$ cat src/rtl/hdlverifier_axis_pkg.sv
// Shared sizing constants and helpers for the FIFO-to-AXI4-Stream read adapter.
package hdlverifier_axis_pkg;

   // Output buffer holds a head word plus one skid word.
   localparam int BUF_DEPTH = 2;

   // Width of the occupancy count (0..BUF_DEPTH).
   localparam int OCC_W = $clog2(BUF_DEPTH + 1);

   // Width of the free-running accepted-beat counter.
   localparam int BEAT_W = 32;

   // Width needed to count beats within one burst (0..burst_len-1); at least 1 bit.
   function automatic int clog2_burst(input int burst_len);
      return (burst_len <= 1) ? 1 : $clog2(burst_len);
   endfunction

endpackage

$ cat src/rtl/hdlverifier_skid_buf2.sv
// Two-entry in-order output buffer: head drives the stream, skid absorbs the
// word that returns while head is still waiting on the consumer.
module hdlverifier_skid_buf2
   import hdlverifier_axis_pkg::*;
#(
   parameter int DATA_WIDTH = 32
) (
   input  logic                  clk,
   input  logic                  aclr,
   input  logic                  push,
   input  logic [DATA_WIDTH-1:0] din,
   input  logic                  pop,
   output logic [OCC_W-1:0]      occ,
   output logic [DATA_WIDTH-1:0] head
);

   logic [DATA_WIDTH-1:0] skid;

   // Buffer update: push fills head when it is free (or leaving), else skid; pop promotes skid.
   always_ff @(posedge clk) begin
      if (aclr) begin
         occ  <= '0;
         head <= '0;
         skid <= '0;
      end else begin
         case ({push, pop})
            2'b10: begin
               if (occ == OCC_W'(0)) head <= din;
               else                  skid <= din;
               occ <= occ + OCC_W'(1);
            end
            2'b01: begin
               head <= skid;
               occ  <= occ - OCC_W'(1);
            end
            2'b11: begin
               // occ stays put; with two words skid advances and the new word refills it
               if (occ == OCC_W'(2)) begin
                  head <= skid;
                  skid <= din;
               end else begin
                  head <= din;
               end
            end
            default: ;
         endcase
      end
   end

endmodule

$ cat src/rtl/hdlverifier_fifo_to_axis.sv
// Drains hdlverifier_sync_fifo through its rdreq/rdata/empty port and presents
// the words as an AXI4-Stream master with tlast framing fixed-length bursts.
// Reads are credit-limited so the 2-entry buffer can never overflow, and a read
// is never issued to an empty FIFO.
module hdlverifier_fifo_to_axis
   import hdlverifier_axis_pkg::*;
#(
   parameter int DATA_WIDTH = 32,
   parameter int BURST_LEN  = 16
) (
   input  logic                  clk,
   input  logic                  aclr,
   input  logic                  en,
   input  logic [DATA_WIDTH-1:0] fifo_rdata,
   input  logic                  fifo_empty,
   output logic                  fifo_rdreq,
   output logic [DATA_WIDTH-1:0] m_axis_tdata,
   output logic                  m_axis_tvalid,
   input  logic                  m_axis_tready,
   output logic                  m_axis_tlast,
   output logic [BEAT_W-1:0]     beat_count
);

   localparam int                BCNT_W    = clog2_burst(BURST_LEN);
   localparam logic [BCNT_W-1:0] BCNT_LAST = BCNT_W'(BURST_LEN - 1);

   logic              infl;
   logic              pop;
   logic [OCC_W-1:0]  occ;
   logic [2:0]        credit;
   logic [BCNT_W-1:0] bcnt;

   assign pop    = m_axis_tvalid & m_axis_tready;
   // Words committed to the buffer after this cycle; a pop frees a slot immediately,
   // which lets rdreq rise in the same cycle tready does.
   assign credit = 3'(occ) + 3'(infl) - 3'(pop);

   assign fifo_rdreq    = en & ~fifo_empty & ~aclr & (credit < 3'd2);
   assign m_axis_tvalid = (occ != OCC_W'(0));
   assign m_axis_tlast  = m_axis_tvalid & (bcnt == BCNT_LAST);

   hdlverifier_skid_buf2 #(
      .DATA_WIDTH (DATA_WIDTH)
   ) u_buf (
      .clk  (clk),
      .aclr (aclr),
      .push (infl),
      .din  (fifo_rdata),
      .pop  (pop),
      .occ  (occ),
      .head (m_axis_tdata)
   );

   // Read-in-flight flag: FIFO data lands one cycle after the strobe.
   always_ff @(posedge clk) begin
      if (aclr) infl <= 1'b0;
      else      infl <= fifo_rdreq;
   end

   // Burst position and total accepted beats, both advanced by each handshake.
   always_ff @(posedge clk) begin
      if (aclr) begin
         bcnt       <= '0;
         beat_count <= '0;
      end else if (pop) begin
         bcnt       <= (bcnt == BCNT_LAST) ? '0 : bcnt + BCNT_W'(1);
         beat_count <= beat_count + BEAT_W'(1);
      end
   end

endmodule

$ cat config.mk
export PLATFORM = sky130hd
export DESIGN_NAME = hdlverifier_fifo_to_axis
export DESIGN_NICKNAME = d
export VERILOG_FILES = /design/src/rtl/hdlverifier_axis_pkg.sv /design/src/rtl/hdlverifier_skid_buf2.sv /design/src/rtl/hdlverifier_fifo_to_axis.sv
export SDC_FILE = /design/constraint.sdc
export NUM_CORES = 1
export LEC_CHECK = 0
export CELL_PAD_IN_SITES_DETAIL_PLACEMENT = 1
export CELL_PAD_IN_SITES_GLOBAL_PLACEMENT = 1
export CORE_UTILIZATION = 38
export CTS_BUF_LIST = sky130_fd_sc_hd__clkbuf_16
export DETAILED_ROUTE_END_ITERATION = 8
export PLACE_DENSITY_LB_ADDON = 0.2
export RECOVER_POWER = 25
export SETUP_SLACK_MARGIN = 0.2
export SLEW_MARGIN = 25
export SYNTH_ARGS = -nofsm -noshare
export SYNTH_HDL_FRONTEND = slang
export SYNTH_SLANG_ARGS = --single-unit
$ cat constraint.sdc
create_clock -name clk -period 7 [get_ports clk]
set_clock_uncertainty 0.15 [all_clocks]
set_input_delay 1.75 -clock clk [delete_from_list [all_inputs] [get_ports clk]]
set_output_delay 1.75 -clock clk [all_outputs]
set_load 0.02 [all_outputs]
; ---- After elaboration in Yosys (flattened, before gate mapping)
; Cells that the tools add are included.
[classes]
add_sub_neg = 6
magnitude_cmp = 1
n_eq_ne = 8
muxes = 8
n_bitwise = 7
n_reduce_logical = 7
[ops]
columns = operator, count
row1 = 32-bit two-way mux, 4
row2 = 32-bit case mux with 3 select lines, 1
row3 = 32-bit case mux with 2 select lines, 1
row4 = 32-bit by 1-bit adder with 32-bit output (second input constant), 1
row5 = 2-bit == test (second input constant), 3
row6 = 2-bit nonzero test, 3
row7 = 1-bit bitwise AND, 5
row8 = 4-bit by 1-bit adder with 4-bit output (second input constant), 1
row9 = 4-bit == test (second input constant), 1
row10 = 4-bit two-way mux, 1
row11 = 2-bit by 1-bit inequality test with 1-bit output (second input constant), 2
row12 = 2-bit case mux with 2 select lines, 1
row13 = 2-bit by 1-bit adder with 3-bit output, 1
row14 = 3-bit by 2-bit less-than comparator with 1-bit output (second input constant), 1
row15 = 3-bit AND reduction, 1
row16 = 3-bit nonzero test, 1
row17 = 3-bit by 1-bit subtractor with 3-bit output, 1
row18 = 2-bit by 1-bit adder with 2-bit output (second input constant), 1
row19 = 2-bit by 1-bit == test with 1-bit output (second input constant), 1
row20 = 2-bit zero test, 1
row21 = 2-bit inequality test (second input constant), 1
row22 = 1-bit inverter, 2
row23 = 2-bit AND reduction, 1
row24 = 2-bit by 1-bit subtractor with 2-bit output (second input constant), 1
[totals]
ff_bits = 103
in_bits = 37
out_inout_bits = 67
word_cells = 43

; ---- Longest topological paths before layout
[logic_depth]
word_depth = 5
ltp_mapped = 8
mapped_depth_nobuf = 6

; ---- By module
; A second synthesis with hierarchy kept.
[hier_totals]
hier_cells = 609
hier_area_um2 = 5133.7
[by_module_without_submodules]
columns = mod, instances, cells_each, area_per_inst_um2, seq_area_each_um2
row1 = hdlverifier_skid_buf2, 1, 395, 3279.4, 1321.3
row2 = hdlverifier_fifo_to_axis, 1, 214, 1854.3, 740.7

; ---- Worst setup path after synthesis
; Ideal clock, no wire load.
[synth_timing]
path_kind = input to output
start = input m_axis_tready
end = output fifo_rdreq
arrival_time_ns = 3.343
t_required_ns = 5.100
slack_ns = 1.757
stages = 6
n_path_buf = 0
path_cell_list = and3b_1 > a21o_1 > nand2_1 > fa_1 > nand2_1 > nor4_1
[synth_between]
elab_chain_len = 4
[synth_rtl]
columns = item, line_no
row1 = "start, declared", hdlverifier_fifo_to_axis.sv:19  ; input logic m_axis_tready,
row2 = 1-bit bitwise AND, hdlverifier_fifo_to_axis.sv:33  ; assign pop = m_axis_tvalid & m_axis_tready;
row3 = 3-bit by 1-bit subtractor with 3-bit output, hdlverifier_fifo_to_axis.sv:36  ; assign credit = 3'(occ) + 3'(infl) - 3'(pop);
row4 = 3-bit by 2-bit less-than comparator with 1-bit output, hdlverifier_fifo_to_axis.sv:38  ; assign fifo_rdreq = en & ~fifo_empty & ~aclr & (credit < 3'd2);
row5 = 1-bit bitwise AND, hdlverifier_fifo_to_axis.sv:38
row6 = "end, declared", hdlverifier_fifo_to_axis.sv:16  ; output logic fifo_rdreq,
; No other way between the ends.

; ---- Worst setup path in the final report
; Ends and elaborated chain as after synthesis.

==> results.txt <==
CP max FO -> 7
Core Region -> 0.0114 mm²
Worst Hold Class -> flop to flop
top cell type's share of synthesized area -> 0.466
synth-to-layout area growth -> 31.0%
P per Cell Area -> 210 mW/mm²
clock-pin slew on the worst setup and hold paths -> 60 ps
# diodes -> 0
GP Congestion -> 0.743
VDD IR max -> 149 µV
Post-CTS Hold Buffers -> 0
Seq/Total Area, Yosys -> 0.466
max incr delay on CP -> 670 ps
slowest CP cell -> dlygate4sd3_1
first-pass GRT wire length -> 19700 µm
Buf+Inv Stages, Crit Path -> 2
WP data required -> 5100 ps
Pre-Repair DR Iteration Count -> 4
Worst Setup End Kind -> primary output
buffers added on ports -> 103
kind of critical path -> primary input to primary output
synth warn -> 0
setup violators final -> 0
TritonCTS clock tree -> built
CTS HTree Levels -> 3
Final Cycle Share -> 0.890
unique cell type count in the Yosys netlist -> 39
synth top area cells -> dfxtp_1 (47%), nand2_1 (10%), a311oi_1 (6.3%), a21oi_1 (6.2%), nand3_1 (5.0%)
max-capacitance violation count -> 1
grt ovf -> 0
commonest non-fill, non-tap cells in the layout -> nand2_1 (120), dfxtp_1 (103), clkdlybuf4s50_1 (99), a21oi_1 (55), nor2_1 (52)
routed length per instance -> 16.1 µm
vias per inst -> 5.57
fin crit period -> 6230 ps
Synth Instances -> 550
Clock Sinks -> 103
share of layout cells above drive strength 1 -> 0.0429
Achievable Freq -> 161 MHz
CP top delay family -> buffers and inverters
die area -> 0.0121 mm²
hpwl dp -> 8140 µm
CTS resizes -> 0
final net count -> 668
Hold Crit Start -> u_buf.skid[6]
leakage power -> 0.00192 µW
Critical R2R Launch -> u_buf.occ[1]
drt total wl -> 12400 µm
post-route ant nets -> 0
remaining routing DRC violations -> 0
setup TNS -> 0 ps
Rows -> 39
Clock Path Buffers -> 2
Worst Tran Pin Value -> 1590 ps
Critical Path AT -> 4330 ps
Yosys reg bits -> 103
Post-CTS Setup Bufs -> 0
Syn Nets -> 590
failing checks -> capacitance limit, slew limit
Max-Slew Margin vs Limit -> -0.0585
Root Driver -> clkbuf_16
RSZ-0062 raised after global routing -> false
vias in the first global route -> 4138
io pins -> 104
leading area contributor after synthesis -> dfxtp_1
Die X -> 110 µm
Multi-input gate area -> 0.00218 mm²
Slew Viols, Final -> 33
Initial Utilization -> 0.389
initial DRC count -> 168
All-Layer GR Usage -> 0.209
critical-path cell list -> dlygate4sd3_1, and3b_1, a21o_1, nand2_1, fa_1, nand2_1, nor4_1, clkdlybuf4s50_1
FF/Latch Area -> 0.00206 mm²
DR vias -> 4302
pin count of the biggest net entering global routing -> 65
most frequent CP cell -> nand2_1
Post-Syn Area -> 0.00443 mm²
CP startpoint kind -> primary input
worst skew pair latency -> 340 ps
status -> finished, violations left
initial antenna violation count -> 0
final hold violations -> 0
Die H -> 110 µm
Crit. Startpoint -> m_axis_tready
CTS buffer count -> 9
synthesized area per cell -> 8.05 µm²
WHS -> 306 ps
commonest non-fill, non-tap cell in the layout -> nand2_1
fillcell total -> 1372
[stage by stage]
stage          instance area (µm²)  setup slack, ps  std cells   util  power (µW)
2_1_floorplan                 4430             1760        550      -         683
3_3_place_gp                  5500              911        759  0.484         742
3_5_place_dp                  5530              816        760  0.486         747
4_1_cts                       5800              826        773  0.510        1230
5_1_grt                       5800              610        773  0.510        1270
6_report                      5800              771        773  0.510        1220
[worst register-to-register path, cell delays in order, from the launching register on]
cell,delay (ps)
dfxtp_1,560
o21a_1,610
buf_4,440
nand2_2,500
nand2_1,240
a311oi_1,110
[state kept, by name, summed over array words and instances (netlist names)]
register,flops
u_buf.occ,2
beat_count,32
u_buf.skid,32
bcnt,4
infl,1
u_buf.head,32
[area by class of cell]
cell class | count | area share
multi-input cells | 399 | 0.375
well taps | 143 | 0.0309
repair buffers | 109 | 0.187
inverters | 6 | 0.00388
clock buffers | 9 | 0.0388
flip-flops and latches | 103 | 0.356
clock inverters | 4 | 0.00863
[final timing paths]
check                         to  slack (ps)  cells past startpoint
setup / recovery      fifo_rdreq         770                      8
hold / removal     u_buf.skid[6]         310                      2
setup reg to reg  u_buf.head[20]        4240                      5
hold reg to reg    u_buf.skid[6]         310                      2
[report_power, final]
group | switching, µW | internal [µW] | total [µW]
clock network | 213 | 271 | 483
logic | 64.8 | 56.7 | 122
registers | 9.88 | 601 | 611
total | 287 | 929 | 1220
[cell families (layout without fill, tap and decap cells)]
logic type / Yosys count / in the layout / synth area share
xor+xnor: 15 / 15 / 0.0297
simple gates: 266 / 266 / 0.276
compound gates: 113 / 113 / 0.168
buf+inv: 48 / 128 / 0.0447
mux: 2 / 2 / 0.00509
fa+ha+maj: 3 / 3 / 0.0102
flops: 103 / 103 / 0.466
[cell usage after synthesis (all sizes together)]
master   instances
o31ai           14
nor4             5
clkbuf          27
nand4           10
o21ai            5
fa               1
o2111ai          1
mux2             2
a31o             1
and4             5
ha               2
a21o             2
dfxtp          103
o2111a           1
xor2             9
a21oi           55
and3b            1
or4b             1
nor2            52
or3              3
nor2b            2
nand3           44
nor3             2
nand2          121
a2111oi          1
or4             15
inv              6
and2             2
a311oi          32
and3             2
xnor2            6
o21a             1
buf             15
nand2b           1
[layer usage]
layer / global-route usage / vias up / wire (µm)
met4: 0.0771 / 0 / 175
met3: 0.0320 / 14 / 417
li1: - / 2105 / -
met5: 0 / - / 0
met2: 0.358 / 90 / 6120
met1: 0.265 / 2093 / 5730
No activity file was read; power rests on OpenSTA's default activity.
